<file path="src/rtl/exec_lavagem.sv">
// exec_lavagem: washing-machine program sequencer (Moore FSM).
//   Runs the wash program ENCHER -> LAVAR -> DRENAR -> CENTRIFUGAR -> FIM
//   or the dry program SECAR -> FIM. The wash length scales with the
//   latched mode, and the program can be frozen with pausa.
// Ports:
//   clk, rst        clock; synchronous active-low reset
//   modo[2:0]       program selector (latched on start)
//   start           run request, only honoured in IDLE with the door closed
//   porta           door closed (1) sensor; opening it aborts to ERRO
//   pausa           freeze the running program
//   fase[2:0]       current phase code
//   valvula, bomba, resist, motor[1:0]   actuators
//   trava           door lock
//   fim, erro       done / error flags
//   restante[7:0]   cycles left in the current timed phase
module exec_lavagem #(
    parameter int unsigned T_FILL  = 4,
    parameter int unsigned T_WASH  = 8,
    parameter int unsigned T_DRAIN = 3,
    parameter int unsigned T_SPIN  = 5,
    parameter int unsigned T_DRY   = 6
) (
    input  logic       clk,
    input  logic       rst,
    input  logic [2:0] modo,
    input  logic       start,
    input  logic       porta,
    input  logic       pausa,
    output logic [2:0] fase,
    output logic       valvula,
    output logic       bomba,
    output logic       resist,
    output logic       trava,
    output logic       fim,
    output logic       erro,
    output logic [1:0] motor,
    output logic [7:0] restante
);

    localparam int unsigned CNT_W = 8;

    // Counter load values are duration-1 so each phase lasts its full duration.
    localparam logic [CNT_W-1:0] LD_FILL  = CNT_W'(T_FILL - 1);
    localparam logic [CNT_W-1:0] LD_WASH1 = CNT_W'(T_WASH - 1);
    localparam logic [CNT_W-1:0] LD_WASH2 = CNT_W'(2 * T_WASH - 1);
    localparam logic [CNT_W-1:0] LD_WASH3 = CNT_W'(3 * T_WASH - 1);
    localparam logic [CNT_W-1:0] LD_DRAIN = CNT_W'(T_DRAIN - 1);
    localparam logic [CNT_W-1:0] LD_SPIN  = CNT_W'(T_SPIN - 1);
    localparam logic [CNT_W-1:0] LD_DRY   = CNT_W'(T_DRY - 1);

    localparam logic [2:0] M_MENU = 3'b000;
    localparam logic [2:0] M_SEC  = 3'b001;
    localparam logic [2:0] M_ECO  = 3'b010;
    localparam logic [2:0] M_NORM = 3'b011;
    localparam logic [2:0] M_PES  = 3'b100;

    localparam logic [1:0] MOT_OFF  = 2'b00;
    localparam logic [1:0] MOT_SLOW = 2'b01;
    localparam logic [1:0] MOT_FAST = 2'b10;

    typedef enum logic [2:0] {
        S_IDLE   = 3'b000,
        S_ENCHER = 3'b001,
        S_LAVAR  = 3'b010,
        S_DRENAR = 3'b011,
        S_CENTRI = 3'b100,
        S_SECAR  = 3'b101,
        S_FIM    = 3'b110,
        S_ERRO   = 3'b111
    } state_e;

    state_e           state_q, state_d;
    logic [CNT_W-1:0] cnt_q, cnt_d;
    logic [2:0]       mode_q, mode_d;
    logic             pause_q, pause_d;
    logic [CNT_W-1:0] wash_load;
    logic             timed;

    // Wash length follows the latched mode, never the live selector.
    always_comb begin
        case (mode_q)
            M_NORM:  wash_load = LD_WASH2;
            M_PES:   wash_load = LD_WASH3;
            default: wash_load = LD_WASH1;
        endcase
    end

    assign timed = (state_q == S_ENCHER) || (state_q == S_LAVAR) ||
                   (state_q == S_DRENAR) || (state_q == S_CENTRI) ||
                   (state_q == S_SECAR);

    // State register.
    always_ff @(posedge clk) begin
        if (!rst) begin
            state_q <= S_IDLE;
            cnt_q   <= '0;
            mode_q  <= '0;
            pause_q <= 1'b0;
        end else begin
            state_q <= state_d;
            cnt_q   <= cnt_d;
            mode_q  <= mode_d;
            pause_q <= pause_d;
        end
    end

    // Next-state logic: door open beats pause, pause beats phase completion.
    always_comb begin
        state_d = state_q;
        cnt_d   = cnt_q;
        mode_d  = mode_q;
        pause_d = 1'b0;
        case (state_q)
            S_IDLE: begin
                cnt_d = '0;
                if (start && porta) begin
                    mode_d = modo;
                    case (modo)
                        M_MENU: state_d = S_IDLE;
                        M_SEC: begin
                            state_d = S_SECAR;
                            cnt_d   = LD_DRY;
                        end
                        M_ECO, M_NORM, M_PES: begin
                            state_d = S_ENCHER;
                            cnt_d   = LD_FILL;
                        end
                        default: state_d = S_ERRO;
                    endcase
                end
            end
            S_ENCHER, S_LAVAR, S_DRENAR, S_CENTRI, S_SECAR: begin
                if (!porta) begin
                    state_d = S_ERRO;
                    cnt_d   = '0;
                end else if (pausa) begin
                    pause_d = 1'b1;
                end else if (cnt_q != '0) begin
                    cnt_d = cnt_q - CNT_W'(1);
                end else begin
                    case (state_q)
                        S_ENCHER: begin
                            state_d = S_LAVAR;
                            cnt_d   = wash_load;
                        end
                        S_LAVAR: begin
                            state_d = S_DRENAR;
                            cnt_d   = LD_DRAIN;
                        end
                        S_DRENAR: begin
                            state_d = S_CENTRI;
                            cnt_d   = LD_SPIN;
                        end
                        default: begin
                            state_d = S_FIM;
                            cnt_d   = '0;
                        end
                    endcase
                end
            end
            S_FIM, S_ERRO: begin
                cnt_d = '0;
                if (modo == M_MENU) begin
                    state_d = S_IDLE;
                end
            end
            default: begin
                state_d = S_IDLE;
                cnt_d   = '0;
            end
        endcase
    end

    // Output decode from registered state, counter and pause flag.
    always_comb begin
        fase     = S_IDLE;
        valvula  = 1'b0;
        bomba    = 1'b0;
        resist   = 1'b0;
        motor    = MOT_OFF;
        trava    = 1'b0;
        fim      = 1'b0;
        erro     = 1'b0;
        restante = '0;
        case (state_q)
            S_ENCHER, S_LAVAR, S_DRENAR, S_CENTRI, S_SECAR: fase = state_q;
            S_FIM:  fase = S_FIM;
            S_ERRO: fase = S_ERRO;
            default: fase = S_IDLE;
        endcase
        if (timed) begin
            trava    = 1'b1;
            restante = cnt_q;
            if (!pause_q) begin
                case (state_q)
                    S_ENCHER: valvula = 1'b1;
                    S_LAVAR:  motor = MOT_SLOW;
                    S_DRENAR: bomba = 1'b1;
                    S_CENTRI: begin
                        motor = MOT_FAST;
                        bomba = 1'b1;
                    end
                    S_SECAR: begin
                        resist = 1'b1;
                        motor  = MOT_SLOW;
                    end
                    default: motor = MOT_OFF;
                endcase
            end
        end
        fim  = (state_q == S_FIM);
        erro = (state_q == S_ERRO);
    end

endmodule
</file>
<file path="config.mk">
export PLATFORM = sky130hd
export DESIGN_NAME = exec_lavagem
export DESIGN_NICKNAME = d
export VERILOG_FILES = /design/src/rtl/exec_lavagem.sv
export SDC_FILE = /design/constraint.sdc
export NUM_CORES = 1
export LEC_CHECK = 0
export CAP_MARGIN = 20
export CORE_MARGIN = 2
export CORE_UTILIZATION = 53
export DETAILED_ROUTE_END_ITERATION = 10
export PLACE_DENSITY = 0.84
export SETUP_SLACK_MARGIN = 0.05
export SLEW_MARGIN = 20
export SYNTH_ARGS = -nofsm -noshare
export SYNTH_HDL_FRONTEND = slang
export SYNTH_SLANG_ARGS = --single-unit
</file>
<file path="constraint.sdc">
create_clock -name clk -period 4.8 [get_ports clk]
set_input_delay 0.96 -clock clk [delete_from_list [all_inputs] [get_ports clk]]
set_output_delay 0.96 -clock clk [all_outputs]
set_load 0.02 [all_outputs]
</file>
==> results of run 1 <==
power groups by stage:
stage | Sequential (W) | Combinational, W | Clock [W]
after floorplan | 0.000163 | 0.000367 | 0
after global routing | 0.000212 | 0.000480 | 0.0000833
after global placement | 0.000202 | 0.000431 | 0
after detailed placement | 0.000206 | 0.000440 | 0
final | 0.000204 | 0.000442 | 0.0000753
after CTS | 0.000203 | 0.000441 | 0.0000771
registers in the layout, summed over array words and instances (netlist names):
signal	flops
pause_q	1
state_q	3
mode_q	3
cnt_q	8
worst max-delay path, cell delays in order (launching register included):
cell	delay (ns)
dfxtp_1	0.69
or3_1	0.47
and3_1	0.22
clkdlybuf4s50_1	0.60
kinds of logic (layout without fill, tap and decap cells):
family                     after synthesis  in the layout
AOI/OAI and AO/OA                       38             38
DFF                                     15             15
xor gates and xnor gates                 2              2
adders and majority gates                2              2
muxes                                    7              7
buffers and inverters                   20             35
and+or+nand+nor                         73             73
stage by stage:
| step | hold WS, ns | std cells | utilization (%) |
|---|---|---|---|
| 6_report | 0.535 | 199 | 69.4 |
| 5_1_grt | 0.555 | 199 | 69.4 |
| 4_1_cts | 0.525 | 199 | 69.4 |
| 3_5_place_dp | 0.513 | 195 | 68.1 |
| 3_3_place_gp | 0.490 | 195 | 68.1 |
| 2_1_floorplan | 0.466 | 157 | - |
routing by layer:
metal | GRT usage, % | part of all wire (%)
met1 | 27.9 | 42
met4 | 5.41 | 1.7
met5 | 0 | 0
met2 | 42.8 | 50
met3 | 5.36 | 6.4
synth_stat cells, drive strengths merged (2+ instances only):
cell and count:
nand2 18, dfxtp 15, a21oi 13, clkbuf 12
nor2 11, o21ai 10, and3 9, mux2i 6
nor3 6, inv 5, or3 5, a21boi 4
o31ai 4, or3b 4, buf 3, nand3 3
nand3b 3, nor4 3, nor4b 3, ha 2
nand2b 2, nand4 2, xnor2 2
worst max-delay path by stage:
| stage | from | endpoint | slack (ns) | cells after the start |
|---|---|---|---|---|
| after global routing | state_q[1] | restante[0] | 1.40 | 3 |
| after CTS | state_q[1] | restante[2] | 1.56 | 3 |
| after global placement | state_q[1] | motor[0] | 1.95 | 3 |
| after detailed placement | state_q[1] | restante[2] | 1.90 | 3 |
| final | state_q[1] | restante[2] | 1.56 | 3 |
| after floorplan | state_q[2] | motor[0] | 2.39 | 4 |
cell type report:
| type | count | area, µm² | share of cell area, % |
|---|---|---|---|
| Sequential cell | 15 | 300 | 21.6 |
| Tap cell | 27 | 33.8 | 2.43 |
| Clock buffer | 3 | 22.5 | 1.62 |
| Clock inverter | 1 | 5.00 | 0.360 |
| Inverter | 5 | 18.8 | 1.35 |
| Timing Repair Buffer | 26 | 260 | 18.7 |
| Multi-Input combinational cell | 122 | 749 | 53.9 |
==> results.sh, run 1 <==
export IMPL_outcome="completed"
export IMPL_yosysTopAreaCell="dfxtp_1"
export IMPL_n_antenna_cell=0
export IMPL_die_area_um2=2540
export IMPL_place_area_um2=1360
export IMPL_vias=1221
export IMPL_timing_rr_start="cnt_q[0]"
export IMPL_layout_nets=183
export IMPL_initial_core_util_pct=57.0
export IMPL_synth_top_family_by_area="simple AND/OR/NAND/NOR gates"
export IMPL_p_sw_share_pct=47.2
export IMPL_dp_hpwl_um=2060
export IMPL_setup_slack_ns=1.56
export IMPL_leakagePower_nw=0.540
export IMPL_cts_resized=0
export IMPL_grt_max_degree=21
export IMPL_crit_path_start_kind="flip-flop"
export IMPL_core_region_area_um2=2000
export IMPL_maxCapViolCount=0
export IMPL_routed_via_density=6.14
export IMPL_final_area_um2=1390
export IMPL_synth_compound_area_share_pct=20.4
export IMPL_syn_inst=157
export IMPL_clock_skew_final_ns=0.00589
export IMPL_synth_adder_area_share_pct=2.19
export IMPL_crit_path_end_kind="output port"
export IMPL_ctsRootBufferMaster="clkbuf_4"
export IMPL_pwr_share_clk_pct=10.4
export IMPL_fmax_mhz=309
export IMPL_pre_cts_ws_ns=1.90
export IMPL_clockBufferDepth=2
export IMPL_worst_r2r_path_depth=6
export IMPL_die_h_um=50.4
export IMPL_rows=16
export IMPL_synth_top_cell_area_share_pct=26.3
export IMPL_p_comb_share_pct=61.3
export IMPL_portBuffers=26
export IMPL_synthXorXnorAreaFrac_pct=1.54
export IMPL_cts_max_level=1
export IMPL_powerDensity_nw_per_um2=519
export IMPL_async_flop_share_pct=0
export IMPL_place_gp_congestion=0.867
export IMPL_layout_commonest_cell="clkdlybuf4s50_1"
export IMPL_switchingPower_w=0.000341
export IMPL_routed_wl_um=2830
export IMPL_fin_crit_sh_pct=67.5
export IMPL_path_class="reg -> out"
export IMPL_power_total_w=0.000722
export IMPL_netlist_area_um2=1140
export IMPL_cp_arrival_ns=2.28
export IMPL_grt_pass1_vias=1055
export IMPL_hold_path_depth=2
export IMPL_clock_sinks=15
export IMPL_grt_overflow=0
export IMPL_finalSetupViolCount=0
export IMPL_yosys_warnings=0
export IMPL_die_w_um=50.4
export IMPL_ioPinCount=27
export IMPL_syn_area_per_cell_um2=7.27
export IMPL_area_delta_synth_final_pct=21.8
export IMPL_drc=0
export IMPL_seqPwrFrac_pct=28.3
export IMPL_slew_headroom_pct=30.0
export IMPL_synthTopCellsByArea="dfxtp_1, nand2_1, a21oi_1, mux2i_1, and3_1"
export IMPL_cts_tree="built"
export IMPL_ys_ff_latch=15
export IMPL_timing_rr_end="state_q[2]"
export IMPL_drt_pass1_iter_count=5
export IMPL_grt_pass1_wl_um=4600
export IMPL_p_int_w=0.000381
export IMPL_antenna_found_initial=0
export IMPL_ys_seq_area_share_pct=26.3
export IMPL_holdPathEnd="cnt_q[5]"
export IMPL_synth_nets=167
export IMPL_rsz0062_at_grt="false"
export IMPL_drtIter0Drc=35
export IMPL_wl_per_cell_um=14.2
export IMPL_clkSlewWorstSetupHoldPaths_ns=0.10
export IMPL_final_antenna_net_count=0
export IMPL_vdd_drop_max_uv=426
export IMPL_hold_start="cnt_q[5]"
export IMPL_ys_types=36
export IMPL_numCtsBuffers=3
export IMPL_drive_gt1_share_pct=5.81
export IMPL_ff2ff_setup_slack_ns=2.49
export IMPL_setup_tns_ns=0
export IMPL_period_minus_slack_ns=3.24
export IMPL_ctsHoldBuffers=0
export IMPL_synth_simple_area_share_pct=35.3
export IMPL_hold_violations=0
export IMPL_cts_setup_buffers=0
export IMPL_hold_path_class="reg -> reg"
export IMPL_synthMuxAreaShare_pct=6.25
export IMPL_tightest_slew_ns=1.03
export IMPL_synth_flop_cell="dfxtp_1"
export IMPL_crit_fanout=20
export IMPL_grtUsageTotal_pct=23.5
export IMPL_drv_slew=0
export IMPL_synth_edff_count=0
export IMPL_fill_cells=171
export IMPL_insertion_delay_ns=0.29
export IMPL_mostFrequentLayoutCells="clkdlybuf4s50_1, nand2_1, dfxtp_1, a21oi_1, nor2_1"
export IMPL_required_ns=3.84
No activity file was read; power rests on OpenSTA's default activity.
==> inputs of run 2 (changes only) <==
--- a/config.mk
+++ b/config.mk
@@ -7,9 +7,9 @@
 export LEC_CHECK = 0
 export CAP_MARGIN = 20
 export CORE_MARGIN = 2
-export CORE_UTILIZATION = 53
+export CORE_UTILIZATION = 49
 export DETAILED_ROUTE_END_ITERATION = 10
-export PLACE_DENSITY = 0.84
+export PLACE_DENSITY = 0.79
 export SETUP_SLACK_MARGIN = 0.05
 export SLEW_MARGIN = 20
 export SYNTH_ARGS = -nofsm -noshare
==> constraint.sdc (replaced) <==
create_clock -name clk -period 3.05 [get_ports clk]
set_input_delay 0.61 -clock clk [delete_from_list [all_inputs] [get_ports clk]]
set_output_delay 0.61 -clock clk [all_outputs]
set_load 0.02 [all_outputs]
==> results.sh, run 2 (synthesized netlist as in run 1, its figures left out) <==
export IMPL_ctsHoldBuffers=0
export IMPL_core_region_area_um2=2210
export IMPL_leakagePower_nw=0.551
export IMPL_vias=1220
export IMPL_wl_per_cell_um=14.6
export IMPL_drtIter0Drc=39
export IMPL_cts_resized=0
export IMPL_cts_tree="built"
export IMPL_die_w_um=52.3
export IMPL_drt_pass1_iter_count=4
export IMPL_clock_sinks=15
export IMPL_ioPinCount=27
export IMPL_slew_headroom_pct=48.4
export IMPL_mostFrequentLayoutCells="clkdlybuf4s50_1, nand2_1, a21oi_1, dfxtp_1, nor2_1"
export IMPL_regMostFlops="cnt_q"
export IMPL_tightest_slew_ns=0.767
export IMPL_hold_violations=0
export IMPL_drive_gt1_share_pct=8.62
export IMPL_rsz0062_at_grt="false"
export IMPL_setup_tns_ns=0
export IMPL_reg_top3="cnt_q x8, mode_q x3, state_q x3"
export IMPL_cts_setup_buffers=0
export IMPL_crit_start="state_q[2]"
export IMPL_timing_rr_start="cnt_q[4]"
export IMPL_fmax_mhz=351
export IMPL_required_ns=2.44
export IMPL_die_area_um2=2730
export IMPL_layout_commonest_cell="clkdlybuf4s50_1"
export IMPL_crit_fanout=19
export IMPL_rows=17
export IMPL_ctsRootBufferMaster="clkbuf_4"
export IMPL_portBuffers=26
export IMPL_finalSetupViolCount=0
export IMPL_maxCapViolCount=0
export IMPL_grtUsageTotal_pct=24.1
export IMPL_initial_core_util_pct=51.6
export IMPL_die_h_um=52.3
export IMPL_grt_overflow=0
export IMPL_drv_slew=0
export IMPL_numCtsBuffers=3
export IMPL_clkSlewWorstSetupHoldPaths_ns=0.10
export IMPL_antenna_found_initial=0
export IMPL_grt_pass1_wl_um=4930
export IMPL_place_gp_congestion=0.901
export IMPL_clockBufferDepth=2
export IMPL_outcome="completed"
export IMPL_fin_crit_sh_pct=93.4
export IMPL_clock_skew_final_ns=0.00716
export IMPL_powerDensity_nw_per_um2=835
export IMPL_largest_register_ffs=8
export IMPL_hold_start="mode_q[2]"
export IMPL_cp_arrival_ns=2.24
export IMPL_insertion_delay_ns=0.30
export IMPL_final_area_um2=1410
export IMPL_cts_max_level=1
export IMPL_hold_path_class="reg -> reg"
export IMPL_crit_path_end_kind="output port"
export IMPL_grt_max_degree=21
export IMPL_routed_via_density=6.04
export IMPL_crit_path_start_kind="flip-flop"
export IMPL_grt_pass1_vias=1154
export IMPL_routed_wl_um=2940
export IMPL_path_class="reg -> out"
export IMPL_n_antenna_cell=0
export IMPL_dp_hpwl_um=2160
export IMPL_area_delta_synth_final_pct=23.9
export IMPL_layout_nets=185
export IMPL_vdd_drop_max_uv=585
export IMPL_place_area_um2=1380
export IMPL_final_antenna_net_count=0
export IMPL_drc=0
export IMPL_period_minus_slack_ns=2.85
==> run 2: cell count changes in the layout (fill, tap and decap cells not counted) <==
cell	previous run	this run
or3_4	0	1
dfxtp_1	15	13
buf_4	0	2
dfxtp_2	0	2
or3_1	5	4
==> run 2: where the power goes <==
| part | leakage [nW] | total (W) | internal (W) | switching [W] |
|---|---|---|---|---|
| sequential | 0.123 | 0.000325 | 0.000234 | 0.0000906 |
| combinational | 0.410 | 0.000737 | 0.000348 | 0.000389 |
| clock | 0.0177 | 0.000119 | 0.0000489 | 0.0000704 |
==> run 2: metal layers <==
metal / up-vias / track usage, % / wire [µm]
met4: 0 / 13.2 / 78
met2: 31 / 43.9 / 1520
li1: 602 / - / -
met5: - / 0 / 0
met1: 578 / 27.3 / 1220
met3: 9 / 2.00 / 115
==> run 2: final timing paths <==
kind	to	cells after the start	slack, ns
setup / recovery	bomba	3	0.20
hold / removal	mode_q[2]	2	0.51
setup reg to reg	state_q[1]	4	1.11
hold reg to reg	mode_q[2]	2	0.51
==> run 2: metrics by stage <==
| stage | hold slack, ns | utilization, % | total power (W) | setup WS, ns | std cells |
|---|---|---|---|---|---|
| 2_1_floorplan | 0.466 | - | 0.000835 | 0.991 | 157 |
| 3_3_place_gp | 0.488 | 62.3 | 0.00102 | 0.546 | 198 |
| 3_5_place_dp | 0.500 | 62.3 | 0.00105 | 0.505 | 198 |
| 4_1_cts | 0.515 | 63.6 | 0.00117 | 0.187 | 202 |
| 5_1_grt | 0.547 | 63.9 | 0.00127 | 0.121 | 202 |
| 6_report | 0.513 | 63.9 | 0.00118 | 0.202 | 202 |
==> run 2: worst max-delay path: stages (launching register included) <==
cell             delay (ns)
dfxtp_1                0.68
or3b_2                 0.49
a21oi_1                0.16
clkdlybuf4s50_1        0.61
==> run 2: area by class of cell <==
| type | instances | area [µm²] |
|---|---|---|
| Fill cell | 203 | 798 |
| Multi-Input combinational cell | 122 | 754 |
| Sequential cell | 15 | 303 |
| Timing Repair Buffer | 28 | 275 |
| Tap cell | 28 | 35.0 |
| Clock buffer | 3 | 22.5 |
| Inverter | 5 | 18.8 |
| Clock inverter | 1 | 5.00 |
